===== config.mk =====
export PLATFORM = sky130hd
export DESIGN_NAME = branch_target_unit_flat
export DESIGN_NICKNAME = d
export VERILOG_FILES = /design/src/rtl/branch_target_if.sv /design/src/rtl/branch_target_unit.sv /design/src/flat_wrapper.sv
export SDC_FILE = /design/constraint.sdc
export NUM_CORES = 1
export LEC_CHECK = 0
export CORE_ASPECT_RATIO = 1.2
export CORE_MARGIN = 5
export CORE_UTILIZATION = 52
export DETAILED_ROUTE_END_ITERATION = 6
export PLACE_DENSITY = 0.95
export SLEW_MARGIN = 40
export SYNTH_ARGS = -nofsm -noshare
export SYNTH_HDL_FRONTEND = slang
export SYNTH_SLANG_ARGS = --single-unit

===== constraint.sdc =====
create_clock -name clk -period 9.81 [get_ports clk]
set_input_delay 1.962 -clock clk [delete_from_list [all_inputs] [get_ports clk]]
set_output_delay 1.962 -clock clk [all_outputs]
set_load 0.005 [all_outputs]

===== src/rtl/branch_target_if.sv =====
// Request/result channel between decode, the branch target unit and fetch redirect.
// The channel also carries flush and the two performance counters.
interface branch_target_if #(
  parameter int XLEN  = 32,
  parameter int CNT_W = 32
);
  logic             in_valid;
  logic             in_ready;
  logic [1:0]       in_kind;
  logic [2:0]       in_funct3;
  logic [XLEN-1:0]  in_pc;
  logic [XLEN-1:0]  in_rs1;
  logic [XLEN-1:0]  in_rs2;
  logic [XLEN-1:0]  in_imm;
  logic             flush;
  logic             out_valid;
  logic             out_ready;
  logic             out_taken;
  logic [XLEN-1:0]  out_target;
  logic [XLEN-1:0]  out_link;
  logic [XLEN-1:0]  out_pc;
  logic             out_misalign;
  logic             out_illegal;
  logic [CNT_W-1:0] cnt_resolved;
  logic [CNT_W-1:0] cnt_taken;

  modport master (
    output in_valid, in_kind, in_funct3, in_pc, in_rs1, in_rs2, in_imm, flush, out_ready,
    input  in_ready, out_valid, out_taken, out_target, out_link, out_pc,
           out_misalign, out_illegal, cnt_resolved, cnt_taken
  );

  modport slave (
    input  in_valid, in_kind, in_funct3, in_pc, in_rs1, in_rs2, in_imm, flush, out_ready,
    output in_ready, out_valid, out_taken, out_target, out_link, out_pc,
           out_misalign, out_illegal, cnt_resolved, cnt_taken
  );
endinterface


===== src/rtl/branch_target_unit.sv =====
// RV32I control-transfer resolver: target, link, taken and fault flags in one registered
// stage behind a one-entry valid/ready buffer, plus saturating resolved/taken counters.
module branch_target_unit #(
  parameter int XLEN   = 32,
  parameter int IALIGN = 32,
  parameter int CNT_W  = 32
) (
  input  logic           clk,
  input  logic           rst,
  branch_target_if.slave bus
);
  localparam logic [1:0]      K_NONE   = 2'b00;
  localparam logic [1:0]      K_JAL    = 2'b01;
  localparam logic [1:0]      K_JALR   = 2'b10;
  localparam logic [1:0]      K_BR     = 2'b11;
  localparam logic [XLEN-1:0] LINK_INC = (IALIGN == 16) ? XLEN'(2) : XLEN'(4);

  function automatic logic [CNT_W-1:0] sat_inc(input logic [CNT_W-1:0] v, input logic en);
    if (en && (v != {CNT_W{1'b1}})) return v + CNT_W'(1);
    return v;
  endfunction

  function automatic logic is_misaligned(input logic [XLEN-1:0] t);
    if (IALIGN == 16) return t[0];
    return |t[1:0];
  endfunction

  logic                   w_accept_p0;
  logic                   w_pop_p1;
  logic signed [XLEN-1:0] w_rs1_p0;
  logic signed [XLEN-1:0] w_rs2_p0;
  logic        [XLEN-1:0] w_base_p0;
  logic        [XLEN-1:0] w_sum_p0;
  logic        [XLEN-1:0] w_target_p0;
  logic                   w_taken_p0;
  logic                   w_illegal_p0;

  logic                   r_vld_p1;
  logic [1:0]             r_kind_p1;
  logic                   r_taken_p1;
  logic [XLEN-1:0]        r_target_p1;
  logic [XLEN-1:0]        r_link_p1;
  logic [XLEN-1:0]        r_pc_p1;
  logic                   r_misalign_p1;
  logic                   r_illegal_p1;
  logic [CNT_W-1:0]       r_cnt_res;
  logic [CNT_W-1:0]       r_cnt_tak;

  assign bus.in_ready = !rst && (!r_vld_p1 || bus.out_ready);
  assign w_accept_p0  = bus.in_valid && bus.in_ready && !bus.flush;
  assign w_pop_p1     = r_vld_p1 && bus.out_ready;

  assign w_rs1_p0 = bus.in_rs1;
  assign w_rs2_p0 = bus.in_rs2;

  // Stage p0: resolve target and condition from the incoming request
  always_comb begin
    w_base_p0    = (bus.in_kind == K_JALR) ? bus.in_rs1 : bus.in_pc;
    w_sum_p0     = w_base_p0 + bus.in_imm;
    w_target_p0  = w_sum_p0;
    w_taken_p0   = 1'b0;
    w_illegal_p0 = 1'b0;
    case (bus.in_kind)
      K_JAL:  w_taken_p0 = 1'b1;
      K_JALR: begin
        w_taken_p0     = 1'b1;
        w_target_p0[0] = 1'b0;
      end
      K_BR: begin
        case (bus.in_funct3)
          3'b000:  w_taken_p0 = (w_rs1_p0 == w_rs2_p0);
          3'b001:  w_taken_p0 = (w_rs1_p0 != w_rs2_p0);
          3'b100:  w_taken_p0 = (w_rs1_p0 <  w_rs2_p0);
          3'b101:  w_taken_p0 = (w_rs1_p0 >= w_rs2_p0);
          3'b110:  w_taken_p0 = ($unsigned(w_rs1_p0) <  $unsigned(w_rs2_p0));
          3'b111:  w_taken_p0 = ($unsigned(w_rs1_p0) >= $unsigned(w_rs2_p0));
          default: w_illegal_p0 = 1'b1;
        endcase
      end
      default: w_taken_p0 = 1'b0;
    endcase
  end

  // Stage p1: result buffer; flush wins over accept and pop, counters follow pops only
  always_ff @(posedge clk or posedge rst) begin
    if (rst) begin
      r_vld_p1      <= 1'b0;
      r_kind_p1     <= K_NONE;
      r_taken_p1    <= 1'b0;
      r_target_p1   <= '0;
      r_link_p1     <= '0;
      r_pc_p1       <= '0;
      r_misalign_p1 <= 1'b0;
      r_illegal_p1  <= 1'b0;
      r_cnt_res     <= '0;
      r_cnt_tak     <= '0;
    end else begin
      if (bus.flush) begin
        r_vld_p1 <= 1'b0;
      end else if (w_accept_p0) begin
        r_vld_p1      <= 1'b1;
        r_kind_p1     <= bus.in_kind;
        r_taken_p1    <= w_taken_p0;
        r_target_p1   <= w_target_p0;
        r_link_p1     <= bus.in_pc + LINK_INC;
        r_pc_p1       <= bus.in_pc;
        r_misalign_p1 <= w_taken_p0 && is_misaligned(w_target_p0);
        r_illegal_p1  <= w_illegal_p0;
      end else if (w_pop_p1) begin
        r_vld_p1 <= 1'b0;
      end
      if (w_pop_p1) begin
        r_cnt_res <= sat_inc(r_cnt_res, r_kind_p1 != K_NONE);
        r_cnt_tak <= sat_inc(r_cnt_tak, r_taken_p1);
      end
    end
  end

  assign bus.out_valid    = r_vld_p1;
  assign bus.out_taken    = r_taken_p1;
  assign bus.out_target   = r_target_p1;
  assign bus.out_link     = r_link_p1;
  assign bus.out_pc       = r_pc_p1;
  assign bus.out_misalign = r_misalign_p1;
  assign bus.out_illegal  = r_illegal_p1;
  assign bus.cnt_resolved = r_cnt_res;
  assign bus.cnt_taken    = r_cnt_tak;
endmodule


===== src/flat_wrapper.sv =====
// flat-port wrapper written by rule: the top's interface ports become plain ports
module branch_target_unit_flat 
#(
  parameter int XLEN   = 32,
  parameter int IALIGN = 32,
  parameter int CNT_W  = 32
)
  (clk, rst, bus_in_valid, bus_in_kind, bus_in_funct3, bus_in_pc, bus_in_rs1, bus_in_rs2, bus_in_imm, bus_flush, bus_out_ready, bus_in_ready, bus_out_valid, bus_out_taken, bus_out_target, bus_out_link, bus_out_pc, bus_out_misalign, bus_out_illegal, bus_cnt_resolved, bus_cnt_taken);
  branch_target_if #(.XLEN(XLEN), .CNT_W(CNT_W)) bus_i ();
  input  logic clk;
  input  logic rst;
  input wire logic [$bits(bus_i.in_valid)-1:0] bus_in_valid;
  input wire logic [$bits(bus_i.in_kind)-1:0] bus_in_kind;
  input wire logic [$bits(bus_i.in_funct3)-1:0] bus_in_funct3;
  input wire logic [$bits(bus_i.in_pc)-1:0] bus_in_pc;
  input wire logic [$bits(bus_i.in_rs1)-1:0] bus_in_rs1;
  input wire logic [$bits(bus_i.in_rs2)-1:0] bus_in_rs2;
  input wire logic [$bits(bus_i.in_imm)-1:0] bus_in_imm;
  input wire logic [$bits(bus_i.flush)-1:0] bus_flush;
  input wire logic [$bits(bus_i.out_ready)-1:0] bus_out_ready;
  output wire logic [$bits(bus_i.in_ready)-1:0] bus_in_ready;
  output wire logic [$bits(bus_i.out_valid)-1:0] bus_out_valid;
  output wire logic [$bits(bus_i.out_taken)-1:0] bus_out_taken;
  output wire logic [$bits(bus_i.out_target)-1:0] bus_out_target;
  output wire logic [$bits(bus_i.out_link)-1:0] bus_out_link;
  output wire logic [$bits(bus_i.out_pc)-1:0] bus_out_pc;
  output wire logic [$bits(bus_i.out_misalign)-1:0] bus_out_misalign;
  output wire logic [$bits(bus_i.out_illegal)-1:0] bus_out_illegal;
  output wire logic [$bits(bus_i.cnt_resolved)-1:0] bus_cnt_resolved;
  output wire logic [$bits(bus_i.cnt_taken)-1:0] bus_cnt_taken;
  assign bus_i.in_valid = bus_in_valid;
  assign bus_i.in_kind = bus_in_kind;
  assign bus_i.in_funct3 = bus_in_funct3;
  assign bus_i.in_pc = bus_in_pc;
  assign bus_i.in_rs1 = bus_in_rs1;
  assign bus_i.in_rs2 = bus_in_rs2;
  assign bus_i.in_imm = bus_in_imm;
  assign bus_i.flush = bus_flush;
  assign bus_i.out_ready = bus_out_ready;
  assign bus_in_ready = bus_i.in_ready;
  assign bus_out_valid = bus_i.out_valid;
  assign bus_out_taken = bus_i.out_taken;
  assign bus_out_target = bus_i.out_target;
  assign bus_out_link = bus_i.out_link;
  assign bus_out_pc = bus_i.out_pc;
  assign bus_out_misalign = bus_i.out_misalign;
  assign bus_out_illegal = bus_i.out_illegal;
  assign bus_cnt_resolved = bus_i.cnt_resolved;
  assign bus_cnt_taken = bus_i.cnt_taken;
  branch_target_unit #(.XLEN(XLEN), .IALIGN(IALIGN), .CNT_W(CNT_W)) u_core (.clk(clk), .rst(rst), .bus(bus_i));
endmodule

==> PnR_summary.wiki <==
{| class="wikitable"
! Metric !! Value
|-
| Adder and majority cell fraction of the synthesized area || 0.0894
|-
| 1st-iter DRT viols || a little under 500
|-
| # placed instances || 1,588
|-
| Cell-by-cell listing of the critical path || clkdlybuf4s50_1 > inv_1 > ha_4 > mux2_2 > ha_1 > a2111oi_0 > o21ai_0 > a32oi_1 > o21ai_1 > a221oi_2 > o21ai_1 > xnor2_1 > o21ai_1
|-
| Maximum single-stage delay on the critical path || around 0.50 ns
|-
| Most common cell in the synthesized netlist || sky130_fd_sc_hd__nand2_1
|-
| Crit share post-route || 0.573
|-
| Global-route total usage across every layer || 0.288
|-
| Vias in the first global route || 9,430
|-
| Clock H-tree levels || 4
|-
| Compound-gate portion of the synthesized area || 0.117
|-
| Top cells by area, synth || sky130_fd_sc_hd__dfrtp_1 42%, sky130_fd_sc_hd__ha_1 8.7%, sky130_fd_sc_hd__nand2_1 8.3%
|-
| Chip Width || between 100 and 150 microns
|-
| Yosys reg bits || 164
|-
| Largest area contributor in the netlist || sky130_fd_sc_hd__dfrtp_1
|-
| Combined area of the multi-input logic cells || ~5500 sq um
|-
| Crit path launch type || primary input
|-
| Post-CTS Setup Inserts || 0
|-
| End of the worst register-to-register path || u_core.bus.out_target[31]$_DFFE_PP0P_
|-
| Fin crit period || between 5 and 6 ns
|-
| Worst slew pin tran || around 0.73 ns
|-
| Crit path arrival time || 5.91 ns
|-
| Main flop type after synthesis || sky130_fd_sc_hd__dfrtp_1
|-
| Clock tree sinks || approximately 160
|-
| Final setup vio count || 0
|-
| Overall via count from detail_route || roughly 9,100
|-
| Post-synthesis area per instance || 9.29 sq um
|-
| Max transition margin || 0.514
|-
| Hold Fails Final Rpt || 0
|-
| Cell with the largest stage delay on the worst path || sky130_fd_sc_hd__ha_4
|-
| Remaining number of nets flagged by the antenna check after routing || 0
|-
| Number of optimization iterations in the first detailed-route pass || 5
|-
| Syn Inst Count || 1,063
|-
| Total stage count of the critical path || 13
|-
| Initial antenna violation count || 2
|-
| Post-cts resize count || 0
|-
| Net count reported at finish || 1,559
|-
| Origin of the critical flop-to-flop path || u_core.bus.out_valid$_DFFE_PP0P_
|-
| Total die area || about 22,000 sq um
|-
| Initial standard-cell utilization of the core || 0.526
|-
| Setup TNS || 0 ns
|-
| Leading cell types by count after synthesis || 219 x sky130_fd_sc_hd__nand2_1, 164 x sky130_fd_sc_hd__dfrtp_1, 78 x sky130_fd_sc_hd__o21ai_0, 69 x sky130_fd_sc_hd__ha_1, 65 x sky130_fd_sc_hd__xnor2_1
|-
| Number of pins with negative max-slew slack in the final report || 0
|-
| Number of buffers created by CTS || 17
|-
| Worst reg-to-reg setup slack || between 7 and 8 ns
|-
| Total of fill cells in the finished design || 1,311
|-
| Sum of net half-perimeters after detailed placement || roughly 24,000 microns
|-
| Type of the worst setup path || in2reg
|-
| Overall power after layout || ~2.1 mW
|-
| Number of standard-cell rows in the floorplan || 55
|-
| Register area share after synthesis || 0.415
|-
| Leakage || roughly 6.3 nW
|-
| Crit-path leading delay family || compound AO/OA/AOI/OAI gates
|-
| # diodes || 0
|-
| Worst Skew || 0.00915 ns
|-
| Final cell count without fillers || 1,620
|-
| DRC violations left || 0
|-
| Number of buffers and inverters on the critical path || 2
|-
| Synth-to-Final Area Change || 39.0%
|-
| Clock root buffer || sky130_fd_sc_hd__clkbuf_16
|-
| Count of input and output buffers || between 300 and 400
|-
| Maximum number of pins on one net before global-route repair || around 100
|-
| Worst Hold Depth || 2
|-
| Routed wire length || ~31,000 microns
|-
| Synth Area in XOR/XNOR || 0.109
|-
| Max_cap viols || 0
|-
| Post-synth EDFFs || 0
|-
| GRT Residual Overflow || 0
|-
| Post-layout utilization of the core || 0.731
|-
| Final Hold Slack || 0.481 ns
|-
| Top achievable clock speed || 0.178 GHz
|-
| Deepest clock path buffer count || 2
|-
| Outcome || completed
|-
| Clock latency on the worst-skew pair || 0.43 ns
|-
| Mux cell area share after synthesis || 0.0407
|-
| TritonCTS clock tree || done
|-
| Area fraction in and, or, nand and nor cells after synthesis || 0.196
|-
| Worst vdd ir || between 0.1 and 0.15 mV
|-
| Wire length of the first global-routing pass || a little under 50,000 microns
|-
| Storage element area || 4100 sq um
|-
| Data required, critical path || between 10 and 15 ns
|-
| Unrepaired setup endpoints after global routing || no
|-
| Placer's final routability congestion estimate || between 0.9 and 1
|-
| Detail-routed via count per cell || 5.63
|-
| Number of synthesis warnings || 0
|-
| Number of cells on the worst reg-to-reg path || 7
|-
| Number of distinct library cells after synthesis || 71
|-
| Number of top-level design ports || a little over 300
|-
| Placeable core region || ~19,000 sq um
|-
| Nature of the critical path endpoint || flip-flop
|-
| Avg WL per Cell || around 19 microns
|-
| CP Max Fanout || 34
|-
| Number of nets in the synthesized netlist || around 1,300
|-
| Ys async rst share || 1.00
|-
| Main combinational cell family by area after synthesis || simple AND/OR/NAND/NOR gates
|-
| Fraction of layout instances using a drive strength above 1 || 0.0740
|-
| Fraction of post-synthesis cell area in the top cell type by area || 0.415
|-
| Syn Std Cell Area || between 9000 and 10,000 sq um
|-
| Hold buffer count at cts || 0
|-
| End point of the critical path || u_core.bus.out_target[27]$_DFFE_PP0P_
|-
| Worst-path clk slew || about 0.07 ns
|-
| Power density over the cells || 153 nW/um^2
|-
| Beginning of the critical path || bus_in_kind[0]
|-
| Cell mode on critical path || sky130_fd_sc_hd__o21ai_1
|-
| Vert. Die Dim || 161 microns
|-
| Tightest Hold Check Type || reg2reg
|}
-- cell families (layout without fill, tap and decap cells) --
family / after synthesis / in the layout
simple gates: 396 / 396
fa+ha+maj: 70 / 70
mux: 36 / 36
compound gates: 194 / 194
buf+inv: 83 / 384
xor+xnor: 120 / 120
flops: 164 / 164
-- cell type report --
class,instances,share of cell area
clock buffers,17,0.0310
clock inverters,15,0.0118
inverters,48,0.0137
multi-input cells,816,0.399
flip-flops and latches,164,0.299
well taps,256,0.0233
repair buffers,304,0.222
-- tightest hold or removal path: stages (launching register included) --
cell and delay [ns]:
sky130_fd_sc_hd__dfrtp_1 0.34, sky130_fd_sc_hd__nand2_1 0.04, sky130_fd_sc_hd__o21ai_0 0.06
-- through the flow --
stage	setup slack, ns	area (sq um)
after floorplan	3.41	9880
after global placement	3.80	13100
after detailed placement	3.60	13100
after CTS	3.99	13700
after global routing	4.02	13700
final	4.19	13700
-- power by group --
part	switching, mW	internal [mW]
combinational	0.272	0.334
clock	0.321	0.340
sequential	0.0657	0.770
total	0.658	1.44
-- flip-flops by register name, summed over array words and instances (netlist names) --
register                 flops
u_core.bus.out_target       32
u_core.bus.out_valid         1
u_core.bus.cnt_taken        32
u_core.bus.out_misalign      1
u_core.bus.out_link         30
u_core.bus.cnt_resolved     32
u_core.bus.out_pc           32
u_core.bus.out_taken         1
u_core.bus.out_illegal       1
u_core.r_kind_p1             2
-- cells in the final DEF (no fill, tap or decap), types with 17 or more instances in the layout --
cell type,count
sky130_fd_sc_hd__a21o_1,20
sky130_fd_sc_hd__a21oi_1,47
sky130_fd_sc_hd__and3_1,27
sky130_fd_sc_hd__clkbuf_16,17
sky130_fd_sc_hd__clkdlybuf4s50_1,302
sky130_fd_sc_hd__dfrtp_1,164
sky130_fd_sc_hd__ha_1,68
sky130_fd_sc_hd__inv_1,46
sky130_fd_sc_hd__mux2_2,33
sky130_fd_sc_hd__nand2_1,219
sky130_fd_sc_hd__nand3_1,40
sky130_fd_sc_hd__nand4_1,23
sky130_fd_sc_hd__nor2_1,28
sky130_fd_sc_hd__o21ai_0,78
sky130_fd_sc_hd__xnor2_1,65
sky130_fd_sc_hd__xor2_1,52
-- routing by layer --
layer / global-route usage / share of wire / wire (microns)
met5: 0 / 0.00067 / 21
met4: 0.110 / 0.039 / 1220
met3: 0.0785 / 0.088 / 2760
met2: 0.515 / 0.51 / 16000
met1: 0.324 / 0.36 / 11200
-- worst min-delay path by stage --
stage | from | to | slack (ns)
after CTS | u_core.bus.out_pc[7]$_DFFE_PP0P_ | u_core.bus.out_pc[7]$_DFFE_PP0P_ | 0.48
after global placement | u_core.bus.out_illegal$_DFFE_PP0P_ | u_core.bus.out_illegal$_DFFE_PP0P_ | 0.46
after global routing | u_core.bus.out_pc[23]$_DFFE_PP0P_ | u_core.bus.out_pc[23]$_DFFE_PP0P_ | 0.51
after detailed placement | u_core.bus.out_pc[7]$_DFFE_PP0P_ | u_core.bus.out_pc[7]$_DFFE_PP0P_ | 0.46
final | u_core.bus.out_link[10]$_DFFE_PP0P_ | u_core.bus.out_link[10]$_DFFE_PP0P_ | 0.48
after floorplan | u_core.r_kind_p1[0]$_DFFE_PP0P_ | u_core.r_kind_p1[0]$_DFFE_PP0P_ | 0.45
Note: power is estimated with default switching activity, not from simulation.
